## config.mk

```make
export PLATFORM = sky130hd
export DESIGN_NAME = cpu_datapath
export DESIGN_NICKNAME = d
export VERILOG_FILES = /design/src/rtl/cpu_datapath.sv
export SDC_FILE = /design/constraint.sdc
export NUM_CORES = 1
export LEC_CHECK = 0
export CAP_MARGIN = 20
export CORE_MARGIN = 4
export CORE_UTILIZATION = 35
export CTS_BUF_LIST = sky130_fd_sc_hd__clkbuf_8
export CTS_CLUSTER_DIAMETER = 80
export DETAILED_ROUTE_END_ITERATION = 7
export PLACE_DENSITY = 0.55
export SLEW_MARGIN = 5
export SYNTH_ARGS = -nofsm -noshare
export SYNTH_HDL_FRONTEND = slang
export SYNTH_SLANG_ARGS = --single-unit
```

## constraint.sdc

```tcl
create_clock -name clk -period 3.3 [get_ports clk]
set_clock_uncertainty 0.15 [all_clocks]
set_input_delay 0.825 -clock clk [delete_from_list [all_inputs] [get_ports clk]]
set_output_delay 0.825 -clock clk [all_outputs]
set_load 0.01 [all_outputs]
```

## src/rtl/cpu_datapath.sv

```systemverilog
// 16-bit datapath: IR, PC, SP, MAR and ALU accumulator around one internal bus.
// The control unit supplies all strobes; IR fields and MAR go back out as registered outputs.
module cpu_datapath (
    input  logic        clk,
    input  logic        rst_n,
    input  logic [15:0] data_bus,
    input  logic [15:0] out,
    input  logic        ldIR,
    input  logic        ldMAR,
    input  logic        ldPC,
    input  logic        ldSP,
    input  logic        ldALUreg,
    input  logic        Tpc,
    input  logic        Tsp,
    input  logic        Tlabel,
    input  logic        ALUon,
    input  logic        mm,
    input  logic [2:0]  fnSelect,
    output logic [3:0]  ir_1,
    output logic [1:0]  ir_2,
    output logic [2:0]  funct,
    output logic [15:0] addr_bus
);
    logic [15:0] ir_q, pc_q, sp_q, mar_q, alu_q;
    logic [15:0] label, bus_d, opb, alu_d;

    assign label = {{6{ir_q[9]}}, ir_q[9:0]};

    // Fixed-priority mux stands in for a shared tri-state bus
    always_comb begin
        bus_d = data_bus;
        if (Tpc)         bus_d = pc_q;
        else if (Tsp)    bus_d = sp_q;
        else if (Tlabel) bus_d = label;
        else if (ALUon)  bus_d = alu_q;
    end

    assign opb = mm ? out : data_bus;

    always_comb begin
        alu_d = '0;
        unique case (fnSelect)
            3'b000: alu_d = alu_q + opb;
            3'b001: alu_d = alu_q - opb;
            3'b010: alu_d = alu_q & opb;
            3'b011: alu_d = alu_q | opb;
            3'b100: alu_d = alu_q ^ opb;
            3'b101: alu_d = ~alu_q;
            3'b110: alu_d = opb;
            3'b111: alu_d = {opb[14:0], 1'b0};
            default: alu_d = '0;
        endcase
    end

    always_ff @(posedge clk or negedge rst_n) begin
        if (!rst_n) begin
            ir_q  <= '0;
            pc_q  <= '0;
            sp_q  <= '0;
            mar_q <= '0;
            alu_q <= '0;
        end else begin
            if (ldIR)     ir_q  <= data_bus;
            if (ldPC)     pc_q  <= bus_d;
            if (ldSP)     sp_q  <= bus_d;
            if (ldMAR)    mar_q <= bus_d;
            if (ldALUreg) alu_q <= alu_d;
        end
    end

    assign ir_1     = ir_q[15:12];
    assign ir_2     = ir_q[11:10];
    assign funct    = ir_q[2:0];
    assign addr_bus = mar_q;
endmodule

```

# ---- Yosys cells after proc, flatten, opt, wreduce, memory -nomap -nowiden
# Cells that the tools add are included.
# W data, S select, Z words.
dict set report totals {
  reg_bits 80
  output_inout_bits 25
  input_bits 47
  word_cells 25
}
dict set report classes {
  eq_ne 7
  bitwise 4
  mux 6
  n_reduce_logical 1
  add_sub_neg 2
}
# op n
set op_table {}
lappend op_table {{$pmux W16 S8} 1}
lappend op_table {{$mux W16} 5}
lappend op_table {{$add A16 B16 Y16} 1}
lappend op_table {{$and A16 B16 Y16} 1}
lappend op_table {{$not A16 Y16} 1}
lappend op_table {{$or A16 B16 Y16} 1}
lappend op_table {{$sub A16 B16 Y16} 1}
lappend op_table {{$xor A16 B16 Y16} 1}
lappend op_table {{$eq A3 B3 Y1 const B} 4}
lappend op_table {{$eq A3 B2 Y1 const B} 2}
lappend op_table {{$eq A3 B1 Y1 const B} 1}
lappend op_table {{$logic_not A3 Y1} 1}

# ---- Longest topological paths before layout
dict set report logic_depth {
  ltp_word 4
  mapped_depth 16
  depth_no_buf 14
}

# ---- Least setup slack after synthesis
# Ideal clock, no wire load.
dict set report synth_timing {
  path_kind {input to register}
  from {in mm}
  to {reg alu_q[11]}
  arrival_ns 3.517
  n_path_buf 2
  t_required_ns 3.011
  setup_slack_ns -0.507
  setup_time_ns 0.139
  cell_stages 15
  cell_sequence {buf_6 -> buf_2 -> mux2i_1 -> ha_1 -> nand2_1 -> nor4_1 -> nor2_1 -> xnor2_1 -> ha_1 -> a21oi_1 -> o21ai_0 -> a21oi_1 -> xnor2_1 -> o311ai_0 -> o21ai_0}
}
dict set report synth_between {
  elab_chain_len 3
  word_cells_on_any_way 7
  classes_between {2 x add/sub; 2 x mux; 3 x bitwise}
}
# element line
set synth_rtl {}
lappend synth_rtl {{from (decl)} 17} ;# input logic mm,
lappend synth_rtl {{$mux W16 (*)} 38} ;# assign opb = mm ? out : data_bus;
lappend synth_rtl {{$sub A16 B16 Y16, or another cell as far along} 44} ;# 3'b001: alu_d = alu_q - opb;
lappend synth_rtl {{$pmux W16 S8 (*)} 42} ;# unique case (fnSelect)
lappend synth_rtl {{to (signal assigned)} 67} ;# if (ldALUreg) alu_q <= alu_d;
lappend synth_rtl {{to (decl)} 24} ;# logic [15:0] ir_q, pc_q, sp_q, mar_q, alu_q;
# Every way passes the cells marked *; elsewhere a longest branch is shown, timed or not.
# A chain may end at the register's enable or synchronous reset.

# ---- Worst setup path in the final report
# Same ends and word-level chain as after synthesis.

==> reports/metrics.cfg <==
[synth]
synth_area_per_cell_um2=9.14
synth_top_area_share_pct=32.2
yosys-mux-area-fraction_pct=19.7
async_flop_share_pct=100
syn-cell-area_um2=6210
seq_area_frac_synth_pct=32.2
synth_compound_area_share_pct=16.6
synthAdderAreaFrac_pct=10.0
synth_edf_count=0
synth.distinct_cells=51
synthSimpleGateAreaFrac_pct=11.6
synthCells=679
synth_most_common_cell=dfrtp_1
syn_nets=775
yosys_warnings=0
synthXorXnorAreaFrac_pct=3.81
yosys.area.top_type=dfrtp_1
ys.flop_type=dfrtp_1
ys_top_cells_by_count=80 x dfrtp_1, 65 x mux2_2, 61 x o21ai_0
synth_top_family_by_area=multiplexers
synth.area.top_cells=dfrtp_1 32%, mux2_2 12%, ha_1 9.7%
synth-seq-cells=80

[sta]
fin_crit_sh_pct=97.2
tightest_slew_ps=746
fin_crit_ps=3210
rsz0062_at_grt=true
hold_viol_final=0
slew_viol_final=0
slew-limit-headroom_pct=50.1
setup_viol=0
setup-tns-final_ps=0
max_freq_mhz=312

[placement]
io_buffers=71
dp_hpwl_mm=13.3
place_congestion=0.895
dp_cells=1018

[floorplanning]
io_pins=72
rows=48
dieArea_um2=19900
dieWidth_um=141
fp.dieH_um=141
start_util_pct=35.8
core_um2=17400

[setup_path]
start_kind=input port
cp-end-kind=flip-flop
cp.required_ps=3390
rr_startpoint=alu_q[0]
critPathLaunch=mm
crit_type=in -> reg
r2r_setup_slack_ps=770
arrival_ps=3290
critPathMaxFanout=8

[layout]
finalNonFillerCells=1049
antennaDiodeCount=0
drive_gt1_share_pct=32.5
finalNetCount=916
utilization_pct=47.7
area_growth_pct=33.3

[routing]
wl_per_cell_um=16.5
ant_nets=0
via_per_inst=5.27
drt_iter0_markers=295
dr.pass1.iters=5
wl_mm=17.3
vias=5529
remaining_drc_errors=0

[clocking]
h-tree-depth=3
clkSinkCount=80
clockBufferDepth=2
clk_pin_slew_ps=80
cts_tree=built
cts.root.buffer_cell=clkbuf_8
clock_latency_ps=370
numCtsBuffers=9

[power]
p_switching_uw=1420
netSwitchingFraction_pct=35.5
pwr-share-comb_pct=45.5
internal_power_uw=2590
pwr-share-seq_pct=33.9
clkPwrFrac_pct=20.6
vdd_drop_max_mv=0.255
p_leak_uw=0.00371
power_density_nw_per_um2=485

[global_routing]
grt_first_pass_wirelength_mm=28.4
grt.total_usage_pct=17.5
grt_max_degree=46
antenna_found_initial=0
gr-total-overflow=0
grt_pass1_vias=5624

[run]
maxCapViolCount=0

[status]
status=finished, final reports clean

[worst_hold_path]
holdCritPathClass=in -> async

[metal layers]
layer	vias to the layer above	track usage, %	wire length (um)
met1	2693	23.3	7900
met2	137	29.4	8400
met4	0	4.13	240
met5	-	0	0
li1	2673	-	-
met3	26	3.36	782
[worst paths after layout]
check	endpoint	cells after the start
setup / recovery	alu_q[11]	15
hold / removal	sp_q[13]	1
setup reg to reg	alu_q[8]	11
hold reg to reg	pc_q[0]	1
max in group asynchronous	addr_bus[0]	2
min in group clk	pc_q[0]	1
[state kept, by name, indices dropped and copies added (netlist names)]
name / count
alu_q: 16
ir_q: 16
sp_q: 16
pc_q: 16
addr_bus: 16
[stage by stage]
step | total power [uW] | setup slack, ps | hold WS [ps] | area (um2)
after CTS | 3950 | -25.5 | 326 | 8100
after floorplan | 2420 | -216 | 331 | 6340
final | 4010 | 93.3 | 316 | 8270
after global routing | 4300 | -116 | 348 | 8270
after detailed placement | 3050 | -761 | 345 | 7760
after global placement | 3000 | -677 | 339 | 7760
[power by group through the flow]
| stage | clock [uW] | sequential [uW] | combinational, uW |
|---|---|---|---|
| after CTS | 855 | 1360 | 1740 |
| after floorplan | 0 | 1340 | 1080 |
| after global placement | 0 | 1360 | 1630 |
| final | 826 | 1360 | 1820 |
| after detailed placement | 0 | 1380 | 1680 |
| after global routing | 889 | 1390 | 2020 |
[area by class of cell]
cell class / instances / area [um2]
clock inverters: 5 / 81.3
repair buffers: 181 / 1520
inverters: 38 / 143
fillers: 1620 / 9080
clock buffers: 10 / 138
flip-flops and latches: 80 / 2000
well taps: 225 / 282
multi-input cells: 510 / 4110
[critical path, cell delays in order]
cell,delay [ps]
buf_8,130
buf_6,120
nor4_4,160
o21ai_2,130
buf_6,140
nor4_4,260
nor2_1,100
xnor2_1,140
ha_1,350
a21oi_2,160
o21ai_2,70
a21oi_2,200
xnor2_1,110
o311ai_1,270
o21ai_1,120
[logic make-up (layout without fill, tap and decap cells)]
logic type	count (synthesis)	count (layout)
adders and majority gates	49	49
AOI/OAI and AO/OA	176	176
xor gates and xnor gates	27	27
muxes	101	101
and+or+nand+nor	157	157
DFF	80	80
buffers and inverters	89	234
[placed cells by master, fill, tap and decap left out, types with 8 or more instances in the layout]
cell type / synthesis / final
mux4_2: 8 / 8
a211oi_1: 11 / 10
inv_1: 37 / 37
o21ai_0: 61 / 46
xnor2_1: 24 / 23
mux2_2: 65 / 65
clkdlybuf4s50_1: 0 / 46
nor3_1: 21 / 15
o21ai_1: 2 / 14
ha_1: 48 / 45
o22ai_1: 9 / 9
nor2b_1: 11 / 11
a21oi_1: 57 / 42
a21oi_2: 0 / 14
buf_4: 10 / 106
a31oi_1: 9 / 9
dfrtp_1: 80 / 80
clkbuf_8: 0 / 10
mux2i_1: 25 / 21
nand2_1: 59 / 54
clkbuf_2: 0 / 9
nor2_1: 52 / 49
[timing repair]
item | in CTS | in global routing
setup buffers | 9 | 7
hold buffers | 0 | 0
pin swaps | 28 | 34
resized for setup | 49 | 59
endpoints found under the setup margin | 10 | 8
Power figures use the tool's default switching activity.
